[config.mk]
export PLATFORM = sky130hd
export DESIGN_NAME = input_conditioner
export DESIGN_NICKNAME = d
export VERILOG_FILES = /design/src/rtl/input_cond_pkg.sv /design/src/rtl/sync_chain.sv /design/src/rtl/input_conditioner.sv
export SDC_FILE = /design/constraint.sdc
export NUM_CORES = 1
export LEC_CHECK = 0
export CAP_MARGIN = 20
export CORE_ASPECT_RATIO = 0.5
export CORE_MARGIN = 2
export CORE_UTILIZATION = 46
export CTS_BUF_LIST = sky130_fd_sc_hd__clkbuf_4 sky130_fd_sc_hd__clkbuf_8
export DETAILED_ROUTE_END_ITERATION = 8
export GPL_ROUTABILITY_DRIVEN = 0
export PLACE_DENSITY_LB_ADDON = 0.08
export SYNTH_ARGS = -nofsm -noshare
export SYNTH_HDL_FRONTEND = slang
export SYNTH_SLANG_ARGS = --single-unit
[constraint.sdc]
create_clock -name clk -period 2 [get_ports clk]
set_clock_uncertainty 0.2 [all_clocks]
set_input_delay 0.4 -clock clk [delete_from_list [all_inputs] [get_ports clk]]
set_output_delay 0.4 -clock clk [all_outputs]
set_load 0.02 [all_outputs]
[src/rtl/input_cond_pkg.sv]
// Shared types and constants for the input conditioner slice.
// Optional debounce is enabled by defining INPUT_COND_DEBOUNCE_EN.
package input_cond_pkg;

   typedef enum logic [1:0] {
      EDGE_NONE = 2'b00,
      EDGE_RISE = 2'b01,
      EDGE_FALL = 2'b10,
      EDGE_BOTH = 2'b11
   } edge_mode_t;

   localparam int RST_SYNC_STAGES = 2;

   // Counter width that stays legal when only a single stable cycle is needed.
   function automatic int cnt_width(input int n);
      return (n > 1) ? $clog2(n) : 1;
   endfunction

endpackage

[src/rtl/sync_chain.sv]
// Single-bit multi-flop synchroniser with asynchronous active-low clear.
// Used for data channels and, with its input tied high, for reset release.
module sync_chain
   import input_cond_pkg::*;
#(
   parameter int STAGES = RST_SYNC_STAGES
) (
   input  logic clk,
   input  logic clr_n,
   input  logic d_i,
   output logic q_o
);

   logic [STAGES-1:0] chain_q;
   logic [STAGES-1:0] chain_d;

   always_comb chain_d = {chain_q[STAGES-2:0], d_i};

   always_ff @(posedge clk or negedge clr_n) begin
      if (!clr_n) chain_q <= '0;
      else        chain_q <= chain_d;
   end

   assign q_o = chain_q[STAGES-1];

endmodule

[src/rtl/input_conditioner.sv]
// Multi-channel synchroniser / optional debouncer / edge reporter with local reset synchroniser.
// Debounce counters are built only when INPUT_COND_DEBOUNCE_EN is defined.
module input_conditioner
   import input_cond_pkg::*;
#(
   parameter int WIDTH        = 8,
   parameter int SYNC_STAGES  = 2,
   parameter int DEBOUNCE_CNT = 16
) (
   input  logic             clk,
   input  logic             rst,
   input  logic [WIDTH-1:0] data_i,
   input  logic [1:0]       edge_mode_i,
   output logic             rst_sync_o,
   output logic [WIDTH-1:0] level_o,
   output logic [WIDTH-1:0] edge_o,
   output logic             edge_any_o
);

   if (WIDTH < 1 || SYNC_STAGES < 2 || DEBOUNCE_CNT < 1) begin : g_param_check
      $error("input_conditioner: illegal parameter value");
   end

   logic rst_sync_n;

   sync_chain #(.STAGES(RST_SYNC_STAGES)) u_rst_sync (
      .clk   (clk),
      .clr_n (rst),
      .d_i   (1'b1),
      .q_o   (rst_sync_n)
   );

   logic [WIDTH-1:0] s;

   for (genvar gi = 0; gi < WIDTH; gi++) begin : g_sync
      sync_chain #(.STAGES(SYNC_STAGES)) u_sync (
         .clk   (clk),
         .clr_n (rst_sync_n),
         .d_i   (data_i[gi]),
         .q_o   (s[gi])
      );
   end

   edge_mode_t       mode;
   logic [WIDTH-1:0] level_q, level_d;
   logic [WIDTH-1:0] edge_q, edge_d;
   logic [WIDTH-1:0] rise, fall;
   logic             edge_any_q, edge_any_d;

   assign mode = edge_mode_t'(edge_mode_i);

`ifdef INPUT_COND_DEBOUNCE_EN
   localparam int            CW       = cnt_width(DEBOUNCE_CNT);
   localparam logic [CW-1:0] CNT_LAST = CW'(DEBOUNCE_CNT - 1);

   logic [CW-1:0] cnt_q [WIDTH];
   logic [CW-1:0] cnt_d [WIDTH];

   // A channel accepts a new level only after DEBOUNCE_CNT consecutive disagreeing samples.
   always_comb begin
      level_d = level_q;
      for (int i = 0; i < WIDTH; i++) begin
         cnt_d[i] = '0;
         if (s[i] != level_q[i]) begin
            if (cnt_q[i] == CNT_LAST) level_d[i] = s[i];
            else                      cnt_d[i]   = cnt_q[i] + 1'b1;
         end
      end
   end

   always_ff @(posedge clk or negedge rst_sync_n) begin
      if (!rst_sync_n) begin
         for (int i = 0; i < WIDTH; i++) cnt_q[i] <= '0;
      end else begin
         for (int i = 0; i < WIDTH; i++) cnt_q[i] <= cnt_d[i];
      end
   end
`else
   always_comb level_d = s;
`endif

   always_comb begin
      rise   = level_d & ~level_q;
      fall   = level_q & ~level_d;
      edge_d = '0;
      unique case (mode)
         EDGE_RISE: edge_d = rise;
         EDGE_FALL: edge_d = fall;
         EDGE_BOTH: edge_d = rise | fall;
         default:   edge_d = '0;
      endcase
      edge_any_d = |edge_d;
   end

   always_ff @(posedge clk or negedge rst_sync_n) begin
      if (!rst_sync_n) begin
         level_q    <= '0;
         edge_q     <= '0;
         edge_any_q <= 1'b0;
      end else begin
         level_q    <= level_d;
         edge_q     <= edge_d;
         edge_any_q <= edge_any_d;
      end
   end

   assign rst_sync_o = rst_sync_n;
   assign level_o    = level_q;
   assign edge_o     = edge_q;
   assign edge_any_o = edge_any_q;

endmodule

==> results.json <==
{
  "syn_nets": 129,
  "area_growth_pct": 34.9,
  "use_met1_pct": 19.4,
  "ys_seq_area_share_pct": 64.0,
  "synthSimpleGateAreaFrac_pct": 5.86,
  "drive_above_1_share_pct": 13.9,
  "post-route-util_pct": 68.3,
  "ys_types": 19,
  "rsz0062_at_grt": "false",
  "fin_nets": 172,
  "synth_xor_area_share_pct": 0,
  "ir_drop_uv": 479,
  "yosysTopAreaCell": "dfrtp_1",
  "ys_warn_count": 0,
  "cts_tree": "built",
  "dp_slack_ns": -0.181,
  "period_share_pct": 94.6,
  "max-cap-violations": 0,
  "worstSetupPathType": "reg -> out",
  "antenna_cells": 0,
  "worstPathArrival_ns": 1.29,
  "fin_crit_ns": 1.89,
  "grt_use_met2_pct": 22.3,
  "dr.pass1.iters": 4,
  "cts_hold_buf": 0,
  "cts-root-buf": "clkbuf_8",
  "r2r_start": "level_o[2]",
  "clk_latency_ns": 0.28,
  "ys_ff_latch": 35,
  "busiest_layer": "met2",
  "clk_pin_slew_worst_paths_ns": 0.06,
  "grt_pass1_wl_um": 3750,
  "start_util_pct": 50.6,
  "drc": 0,
  "antenna_found_initial": 0,
  "design_area_mm2": 0.00184,
  "chipWidth_um": 81.1,
  "crit_fanout": 3,
  "p_clk_share_pct": 33.7,
  "crit_path_max_incr_delay_ns": 0.62,
  "dieArea_mm2": 0.00345,
  "r2r-end": "edge_any_o",
  "hpwl_um": 1560,
  "cp.depth": 1,
  "hold_class": "in -> async",
  "final.setup.worst_slack_ns": 0.109,
  "r2r_slack_ns": 0.22,
  "p_sw_share_pct": 23.6,
  "status": "complete, no violations",
  "finalHoldViolCount": 0,
  "synthTopCellsByArea": "dfrtp_1, ha_1, inv_1",
  "cts.sink_count": 35,
  "port_buffers": 29,
  "worst_ep_required_time_ns": 1.40,
  "p_leak_nw": 0.921,
  "slowest_stage": "clkdlybuf4s50_1",
  "netlist_instances": 101,
  "postRouteAntennaNets": 0,
  "die_h_um": 42.6,
  "synth_mux_area_share_pct": 1.46,
  "vias_per_cell": 4.63,
  "h-tree-depth": 2,
  "p_int_mw": 1.13,
  "endpoint_kind": "output pin",
  "path_delay_family": "buffers and inverters",
  "cp_cell_sequence": "clkdlybuf4s50_1",
  "synth_top_area_share_pct": 64.0,
  "grt_overflow": 0,
  "wl_um": 2110,
  "finalSetupViolCount": 0,
  "pwr-share-comb_pct": 14.3,
  "vias": 838,
  "syn-cell-area_mm2": 0.00137,
  "r2r_cells": 5,
  "core-area_mm2": 0.00270,
  "fmax_mhz": 529,
  "synthAdderAreaFrac_pct": 14.6,
  "p_switching_mw": 0.349,
  "groute.usage.overall_pct": 15.5,
  "cellPowerDensity_mw_per_mm2": 803,
  "wl_per_cell_um": 11.7,
  "synth_top_family_by_area": "adder cells",
  "cts_resized": 0,
  "numCtsBuffers": 5,
  "post_cts_buffers": 0,
  "rows": 13,
  "grt_use_met3_pct": 7.11,
  "slew_violations": 0,
  "grt_pass1_vias": 877,
  "first_iter_violations": 23,
  "synth_compound_area_share_pct": 7.14,
  "grt_max_degree": 34,
  "start_kind": "flop",
  "clockBufferDepth": 2,
  "cp_num_buf_inv": 1,
  "ios": 30,
  "pwr-share-seq_pct": 52.0,
  "syn_area_per_cell_um2": 13.5,
  "dpl_cell_area_mm2": 0.00176
}
sequential cells by signal (all words and copies together) (netlist names):
name	cells
u_rst_sync.chain_q	2
level_o	8
edge_any_o	1
g_sync.u_sync.chain_q	16
edge_o	8
cells in the final DEF (no fill, tap or decap):
cell type / count
nand2_1: 6
or2_0: 1
a32o_1: 4
a221oi_1: 2
buf_4: 10
inv_1: 18
nor2b_1: 1
ha_1: 16
nor2_1: 2
or2_2: 1
clkbuf_8: 6
conb_1: 1
dfrtp_1: 35
clkdlybuf4s50_1: 29
a22o_1: 2
clkinv_2: 1
or2_1: 4
nand4_1: 1
mux2i_1: 2
a32o_2: 2
per-stage QoR:
step / total power, mW / hold WS (ns) / TNS [ns] / instances
floorplan: 0.887 / -0.0956 / 0 / 101
global placement: 0.994 / 0.0976 / -0.143 / 174
detailed placement: 0.998 / 0.113 / -0.181 / 174
CTS: 1.50 / 0.0739 / 0 / 181
global route: 1.56 / 0.0758 / 0 / 181
finish: 1.48 / 0.0775 / 0 / 181
layer usage:
layer | share of wire (%) | vias up
met2 | 43 | 25
li1 | - | 413
met1 | 48 | 393
met4 | 2.4 | 0
met3 | 6.8 | 7
met5 | 0 | -
cell usage after synthesis (all sizes together):
| cell type | count |
|---|---|
| conb | 1 |
| a221oi | 2 |
| a32o | 6 |
| ha | 16 |
| or2 | 6 |
| a22o | 2 |
| clkbuf | 1 |
| buf | 2 |
| nand2 | 6 |
| nor2b | 1 |
| nor2 | 2 |
| nand4 | 1 |
| dfrtp | 35 |
| inv | 18 |
| mux2i | 2 |
worst max-delay path by stage:
stage	start	endpoint	slack, ns
final	level_o[4]	level_o[4]	0.11
after global routing	edge_mode_i[0]	edge_any_o	0.03
after CTS	level_o[4]	level_o[4]	0.1
after detailed placement	edge_mode_i[0]	edge_any_o	-0.18
after global placement	edge_mode_i[0]	edge_any_o	-0.14
after floorplan	level_o[2]	edge_any_o	0.23
power groups by stage:
stage / sequential (mW) / clock [mW] / combinational [mW]
global placement: 0.782 / 0 / 0.212
floorplan: 0.822 / 0 / 0.0657
CTS: 0.771 / 0.516 / 0.215
global route: 0.775 / 0.552 / 0.234
detailed placement: 0.784 / 0 / 0.214
finish: 0.770 / 0.499 / 0.212
final cells by class:
| type | instances | area, um2 |
|---|---|---|
| sequential | 35 | 876 |
| fill | 204 | 856 |
| multi-input combinational | 45 | 402 |
| timing repair buffer | 39 | 365 |
| clock buffer | 6 | 82.6 |
| inverter | 18 | 67.6 |
| tap | 37 | 46.3 |
| clock inverter | 1 | 5.00 |
kinds of logic (layout without fill, tap and decap cells):
kind of cell	Yosys count	in the layout
fa+ha+maj	16	16
buf+inv	21	64
flops	35	35
compound gates	10	10
other cells	1	1
simple gates	16	16
mux	2	2
(Power assumes the default switching activity.)
